`src/rtl/mips_pkg.sv`:
```
// Shared MIPS core definitions: default datapath widths and the ID/EX decode bundle.
package mips_pkg;

  localparam int unsigned DATA_W  = 32;
  localparam int unsigned REG_AW  = 5;
  localparam int unsigned ALUOP_W = 2;
  localparam int unsigned FUNCT_W = 6;

  typedef struct packed {
    logic [DATA_W-1:0]  read_data1;
    logic [DATA_W-1:0]  read_data2;
    logic [DATA_W-1:0]  imm;
    logic [REG_AW-1:0]  rs;
    logic [REG_AW-1:0]  rt;
    logic [REG_AW-1:0]  rd;
    logic               alu_src;
    logic [ALUOP_W-1:0] alu_op;
    logic [FUNCT_W-1:0] funct;
  } id_ex_bundle_t;

  localparam int unsigned ID_EX_W = $bits(id_ex_bundle_t);

  // All-zero bundle: zero control fields decode as a NOP in execute.
  localparam id_ex_bundle_t ID_EX_NOP = '0;

endpackage

```
`src/rtl/skid_slot.sv`:
```
// One-entry register plus skid entry with valid/ready handshake and flush.
// in_ready depends only on the skid valid flop, so no ready path crosses the stage.
module skid_slot #(
  parameter int unsigned      Width  = 8,
  parameter logic [Width-1:0] Bubble = '0
) (
  input  logic             clk,
  input  logic             rst,
  input  logic             flush,
  input  logic             in_valid,
  output logic             in_ready,
  input  logic [Width-1:0] in_data,
  output logic             out_valid,
  input  logic             out_ready,
  output logic [Width-1:0] out_data
);

  logic             main_valid_q, main_valid_d;
  logic             skid_valid_q, skid_valid_d;
  logic [Width-1:0] main_data_q, main_data_d;
  logic [Width-1:0] skid_data_q, skid_data_d;
  logic             in_xfer, drain, main_load;

  assign in_ready  = ~skid_valid_q;
  assign out_valid = main_valid_q;
  assign out_data  = main_data_q;

  assign in_xfer   = in_valid & ~skid_valid_q & ~flush;
  assign drain     = main_valid_q & out_ready;
  assign main_load = ~main_valid_q | drain;

  always_comb begin
    main_valid_d = main_valid_q;
    skid_valid_d = skid_valid_q;
    main_data_d  = main_data_q;
    skid_data_d  = skid_data_q;
    if (flush) begin
      main_valid_d = 1'b0;
      skid_valid_d = 1'b0;
      main_data_d  = Bubble;
    end else if (main_load) begin
      if (skid_valid_q) begin
        main_valid_d = 1'b1;
        main_data_d  = skid_data_q;
        skid_valid_d = 1'b0;
      end else if (in_xfer) begin
        main_valid_d = 1'b1;
        main_data_d  = in_data;
      end else begin
        // Empty main slot must present the bubble so control outputs read as NOP.
        main_valid_d = 1'b0;
        main_data_d  = Bubble;
      end
    end else if (in_xfer) begin
      skid_valid_d = 1'b1;
      skid_data_d  = in_data;
    end
  end

  always_ff @(posedge clk) begin
    if (rst) begin
      main_valid_q <= 1'b0;
      skid_valid_q <= 1'b0;
      main_data_q  <= '0;
      skid_data_q  <= '0;
    end else begin
      main_valid_q <= main_valid_d;
      skid_valid_q <= skid_valid_d;
      main_data_q  <= main_data_d;
      skid_data_q  <= skid_data_d;
    end
  end

endmodule

```
`src/rtl/id_ex_pipe_reg.sv`:
```
// ID/EX pipeline register: packs the decode bundle into a skid_slot and unpacks it for execute.
module id_ex_pipe_reg #(
  parameter int unsigned DATA_W  = mips_pkg::DATA_W,
  parameter int unsigned REG_AW  = mips_pkg::REG_AW,
  parameter int unsigned ALUOP_W = mips_pkg::ALUOP_W,
  parameter int unsigned FUNCT_W = mips_pkg::FUNCT_W
) (
  input  logic               clk,
  input  logic               rst,
  input  logic               flush,
  input  logic               in_valid,
  output logic               in_ready,
  input  logic [DATA_W-1:0]  readData1_in,
  input  logic [DATA_W-1:0]  readData2_in,
  input  logic [DATA_W-1:0]  imm_in,
  input  logic [REG_AW-1:0]  rs_in,
  input  logic [REG_AW-1:0]  rt_in,
  input  logic [REG_AW-1:0]  rd_in,
  input  logic               ALUSrc_in,
  input  logic [ALUOP_W-1:0] ALUOp_in,
  input  logic [FUNCT_W-1:0] funct_in,
  output logic               out_valid,
  input  logic               out_ready,
  output logic [DATA_W-1:0]  readData1_out,
  output logic [DATA_W-1:0]  readData2_out,
  output logic [DATA_W-1:0]  imm_out,
  output logic [REG_AW-1:0]  rs_out,
  output logic [REG_AW-1:0]  rt_out,
  output logic [REG_AW-1:0]  rd_out,
  output logic               ALUSrc_out,
  output logic [ALUOP_W-1:0] ALUOp_out,
  output logic [FUNCT_W-1:0] funct_out
);

  // Flat packing keeps the width tied to this instance's parameters; field order
  // matches mips_pkg::id_ex_bundle_t.
  localparam int unsigned PayloadW = 3 * DATA_W + 3 * REG_AW + 1 + ALUOP_W + FUNCT_W;

  logic [PayloadW-1:0] in_data;
  logic [PayloadW-1:0] out_data;

  assign in_data = {readData1_in, readData2_in, imm_in, rs_in, rt_in, rd_in,
                    ALUSrc_in, ALUOp_in, funct_in};

  assign {readData1_out, readData2_out, imm_out, rs_out, rt_out, rd_out,
          ALUSrc_out, ALUOp_out, funct_out} = out_data;

  skid_slot #(
    .Width  (PayloadW),
    .Bubble ('0)
  ) u_slot (
    .clk       (clk),
    .rst       (rst),
    .flush     (flush),
    .in_valid  (in_valid),
    .in_ready  (in_ready),
    .in_data   (in_data),
    .out_valid (out_valid),
    .out_ready (out_ready),
    .out_data  (out_data)
  );

endmodule

```
`config.mk`:
```
export PLATFORM = sky130hd
export DESIGN_NAME = id_ex_pipe_reg
export DESIGN_NICKNAME = d
export VERILOG_FILES = /design/src/rtl/mips_pkg.sv /design/src/rtl/skid_slot.sv /design/src/rtl/id_ex_pipe_reg.sv
export SDC_FILE = /design/constraint.sdc
export NUM_CORES = 1
export LEC_CHECK = 0
export BUFFER_PORTS_ARGS = -buffer_cell sky130_fd_sc_hd__buf_2
export CAP_MARGIN = 20
export CORE_AREA = 2 2 121 182
export CTS_CLUSTER_SIZE = 28
export DETAILED_ROUTE_END_ITERATION = 16
export DIE_AREA = 0 0 123 184
export PLACE_DENSITY = 0.84
export SLEW_MARGIN = 10
export SYNTH_ARGS = -nofsm -noshare
export SYNTH_HDL_FRONTEND = slang
export SYNTH_SLANG_ARGS = --single-unit
```
`constraint.sdc`:
```
create_clock -name clk -period 1.4 [get_ports clk]
set_input_delay 0 -clock clk [delete_from_list [all_inputs] [get_ports clk]]
set_output_delay 0 -clock clk [all_outputs]
set_load 0.05 [all_outputs]
```
# After elaboration in Yosys (flattened, before gate mapping)
# Cells that the tools add are included.
[op_classes]
reduce_logical = 3
n_mux = 4
bitwise_logic = 8
[op_table]
columns = ["operator", "n"]
rows = [
  ["120-bit two-way mux", 2],
  ["1-bit inverter", 4],
  ["1-bit bitwise AND", 3],
  ["3-bit AND reduction", 1],
  ["3-bit OR reduction", 1],
  ["1-bit two-way mux", 2],
  ["2-bit OR reduction", 1],
  ["1-bit bitwise OR", 1],
]
[word_totals]
register_bits = 242
in_bits = 125

# Longest topological paths before layout
[depth]
depth_word = 5
mapped_depth = 6
depth_no_buf = 3

# Least setup slack after synthesis
# Ideal clock, no wire load.
[synth_path]
kind = "register to register"
from = "register u_slot.main_valid_q, in the netlist u_slot.out_valid"
to = "register u_slot.skid_data_q[100]"
period_less_slack_ns = 1.728
arrival_time_ns = 1.659
path_slack_ns = -0.328
stages_incl_launch_ff = 7
n_path_buf = 3
setup_time_ns = 0.069
t_required_ns = 1.331
path_cell_list = "dfxtp_1 > nor2b_1 > buf_2 > clkbuf_1 > clkbuf_1 > nand4b_1 > o21ai_1"
[synth_between]
elab_chain_cells = 4
elab_cells_between_ends = 5
[synth_rtl]
columns = ["element", "line", "rtl"]
rows = [
  ["start, declared", "skid_slot.sv:18", "logic main_valid_q, main_valid_d;"],
  ["start signal, assigned", "skid_slot.sv:67", "main_valid_q <= main_valid_d;"],
  ["1-bit bitwise AND or 1-bit inverter (tied branches)", "skid_slot.sv:29, skid_slot.sv:30", ""],
  ["1-bit bitwise OR (*)", "skid_slot.sv:30", "assign main_load = ~main_valid_q | drain;"],
  ["1-bit inverter (no line) (*)", "-", ""],
  ["3-bit AND reduction (no line) (*)", "-", ""],
  ["end signal, assigned", "skid_slot.sv:70", "skid_data_q <= skid_data_d;"],
  ["end, declared", "skid_slot.sv:21", "logic [Width-1:0] skid_data_q, skid_data_d;"],
]
# Every way passes the cells marked *; elsewhere a longest branch is shown, timed or not.
# A chain may end at the register's enable or synchronous reset.

# Worst setup path after layout
[layout_path]
from = "register u_slot.skid_valid_q"
to = "register u_slot.main_data_q[84], in the netlist u_slot.out_data[84]"
[layout_between]
elab_chain_cells = 5
[layout_rtl]
columns = ["element", "line", "rtl"]
rows = [
  ["start, declared", "skid_slot.sv:19", "logic skid_valid_q, skid_valid_d;"],
  ["start signal, assigned", "skid_slot.sv:68", "skid_valid_q <= skid_valid_d;"],
  ["1-bit inverter", "skid_slot.sv:28", "assign in_xfer = in_valid & ~skid_valid_q & ~flush;"],
  ["1-bit bitwise AND (2 in series)", "skid_slot.sv:28", ""],
  ["120-bit two-way mux", "skid_slot.sv:46", "end else if (in_xfer) begin"],
  ["120-bit two-way mux (*)", "skid_slot.sv:42", "if (skid_valid_q) begin"],
  ["end signal, assigned", "skid_slot.sv:69", "main_data_q <= main_data_d;"],
  ["end, declared", "skid_slot.sv:20", "logic [Width-1:0] main_data_q, main_data_d;"],
]
# Marks and branches as above.

==> impl_results.md <==
- Buffers & Inverters on Critical Path: 3
- Post-Layout Inst Area: 0.0144 mm²
- CP Cell Sequence: nor3b_4 > buf_6 > buf_12 > buf_8 > a221oi_2 > nor3_1
- Clock latency on the worst-skew pair: between 0.5 and 0.6 ns
- Width of the die: around 120 µm
- Maxcap violations: 0
- Worst Tran Pin Value: 0.554 ns
- Pin count of the biggest net entering global routing: 124
- Class of the tightest hold or removal check: primary input to flop
- Detailed-route wire length per cell: 20.3 µm
- Final number of hold-violating endpoints: 0
- CTS Buffer Depth: 3
- Kind of end point of the critical path: flop
- Maximum achievable frequency: ~660 MHz
- Violations in the final reports: setup timing
- Residual antenna-violating net count after detailed routing: 0
- Wire length of the first global-routing pass: 50.9 mm
- Peak fanout along the critical path: 10
- Detailed-routing iteration count for the pre-antenna-repair pass: 5
- Initial antenna violation count: 1
- Post-synthesis instance area: 0.00997 mm²
- Final instance count without filler cells: between 1.5k and 2k
- Final Util: 0.687
- Number of nets in the synthesized netlist: 1230
- CTS tree: yes
- DIE HEIGHT: 184 µm
- Clock transition time at the flip-flop clock pins of the worst setup and hold paths: 0.06 ns
- Total routing usage reported by global routing: 0.274
- Number of storage elements in the synthesis netlist: around 240
- Starting DRC count in detailed routing: 1046
- Fraction of final layout cells with drive strength greater than 1: 0.291
- Die area: 0.0226 mm²
- Critical path data required time: 1.80 ns
- Crit path setup slack, layout: -0.111 ns
- Worst setup path class: flop to flop
- IO Port Bufs: 246
- Post-Synthesis Cells: 1105
- Maximum vdd ir drop: 0.000834 V
- Cell with the largest stage delay on the worst path: dfxtp_4
- Final Cycle Share: 1.08
- Congestion Overflow GR: 0
- Max-slew violation count: 0
- Critical Path Max Stage Delay: 0.38 ns
- Final setup violation count: 174
- Gpl congestion: 0.799
- H-tree depth reported by CTS: 1
- Tmin final: 1.51 ns
- Number of CTS-inserted buffers: 23
- Placed wire-length estimate: around 17 mm
- Sequential area share after synthesis: 0.486
- IO Count: 247
- PD cells: 1050 mW/mm²
- Leak pwr: 5.89 nW
- Effective utilization at floorplan: 0.475
- Number of vias after detailed routing: roughly 11k
- Tightest slew margin relative to the limit: 0.631
- Yosys synthesis warning count: 0
- Number of clock sinks seen by CTS: 242
- Worst Path Arrival: ~1.9 ns
- Relative area change from synthesis to final layout: 44.5%
- Unrepaired setup endpoints after global routing: true
- Number of distinct standard cells referenced by the synthesized netlist: 18
- Setup crit start kind: flop
- Net count reported at finish: 1562
- Skew final: 0.0112 ns
- Root Buffer Master: clkbuf_16
- CP delay by family, top: simple AND/OR/NAND/NOR gates
- Instance area after placement: 0.0117 mm²
- Dpl cells: 1529
- Syn_area_per_cell: 9.02 µm²
- DRC Markers: 0
- Final routed wirelength across all metal layers: ~35 mm
- Number of global-route vias before repair: 10.1k
- Outcome: finished, violations left
- Standard cell core area: between 0.02 and 0.025 mm²
- Number of placement rows: between 60 and 70
- Detail-routed via count per cell: between 6 and 7
layer usage:
metal / up-vias / GRT usage / share of wire
li1: 4756 / - / -
met3: 193 / 0.0555 / 0.084
met2: 673 / 0.462 / 0.50
met1: 5103 / 0.318 / 0.36
met5: - / 0 / 0
met4: 0 / 0.159 / 0.061
metrics by stage:
step | power, mW | hold slack (ns) | setup TNS [ns] | worst slack, ns
2_1_floorplan | 8.17 | 0.166 | 0 | 0.00891
3_3_place_gp | 8.73 | 0.270 | -1.78 | -0.0408
3_5_place_dp | 8.76 | 0.284 | -6.99 | -0.106
4_1_cts | 15.0 | 0.0339 | -0.0939 | -0.0322
5_1_grt | 15.5 | 0.150 | -18.57 | -0.140
6_report | 15.1 | 0.120 | -5.84 | -0.111
where the power goes:
| part | internal [mW] | switching (mW) | leakage [nW] |
|---|---|---|---|
| sequential | 7.00 | 0.0732 | 1.96 |
| combinational | 0.883 | 1.12 | 3.58 |
| clock | 3.40 | 2.65 | 0.349 |
sequential cells by signal, summed over array words and instances (netlist names):
name and count:
u_slot.skid_data_q 120, u_slot.skid_valid_q 1, u_slot.out_data 120, u_slot.out_valid 1
area by class of cell:
| type | count | area, µm² |
|---|---|---|
| Clock buffer | 37 | 699 |
| Multi-Input combinational cell | 728 | 4880 |
| Inverter | 1 | 3.75 |
| Clock inverter | 2 | 10.0 |
| Sequential cell | 242 | 4850 |
| Fill cell | 1404 | 6580 |
| Timing Repair Buffer | 441 | 3620 |
| Antenna cell | 1 | 2.50 |
| Tap cell | 268 | 335 |
repair_timing:
item | CTS | global route
endpoints found under the hold margin | 242 | 0
hold buffers | 121 | 0
buffers inserted | 4 | 13
pin swaps | 3 | 101
gates cloned | 0 | 13
endpoints found under the setup margin | 216 | 236
gates resized for setup | 16 | 78
cells by family after synthesis:
family | count (synthesis) | synth area share
AO/OA/AOI/OAI | 241 | 0.166
buffers and inverters | 135 | 0.0564
flip-flops | 242 | 0.486
AND/OR/NAND/NOR | 487 | 0.291
cells in the mapped netlist:
library cell,count,share of area
or2_2,1,0.00063
nor2_1,121,0.046
buf_1,9,0.0034
a21oi_1,1,0.00050
a221oi_1,120,0.11
nor3b_4,1,0.0019
buf_2,38,0.019
and2_1,1,0.00063
clkbuf_1,85,0.032
dfxtp_1,242,0.49
nand2b_1,121,0.076
buf_4,2,0.0015
o21ai_1,100,0.050
nand4b_1,120,0.11
nor2b_1,1,0.00063
nor3_1,121,0.061
o21ai_0,20,0.010
inv_1,1,0.00038
worst paths after layout:
kind,startpoint,to,slack (ns),cells past startpoint
max,u_slot.skid_valid_q$_SDFFE_PP0N_,u_slot.out_data[84]$_SDFFE_PP0P_,-0.11,6
min,rst,u_slot.skid_data_q[113]$_SDFFE_PP0P_,0.12,4
max reg2reg,u_slot.skid_valid_q$_SDFFE_PP0N_,u_slot.out_data[84]$_SDFFE_PP0P_,-0.11,6
min reg2reg,u_slot.skid_data_q[39]$_SDFFE_PP0P_,u_slot.skid_data_q[39]$_SDFFE_PP0P_,0.47,2
worst min-delay path, cell delays in order:
cell	delay (ns)
buf_4	0.14
buf_12	0.19
nand4b_1	0.20
o21ai_0	0.07
cell usage in the layout (no fill, tap or decap), drive strengths merged, types with 2 or more instances in the layout:
| master | Yosys | layout |
|---|---|---|
| clkinv | 0 | 2 |
| nand4b | 120 | 120 |
| a221oi | 120 | 120 |
| nor2 | 121 | 121 |
| buf | 49 | 310 |
| nand2b | 121 | 121 |
| o21ai | 120 | 120 |
| nor3 | 121 | 121 |
| clkbuf | 85 | 47 |
| dfxtp | 242 | 242 |
| dlygate4sd3 | 0 | 121 |
No activity file was read; power rests on OpenSTA's default activity.
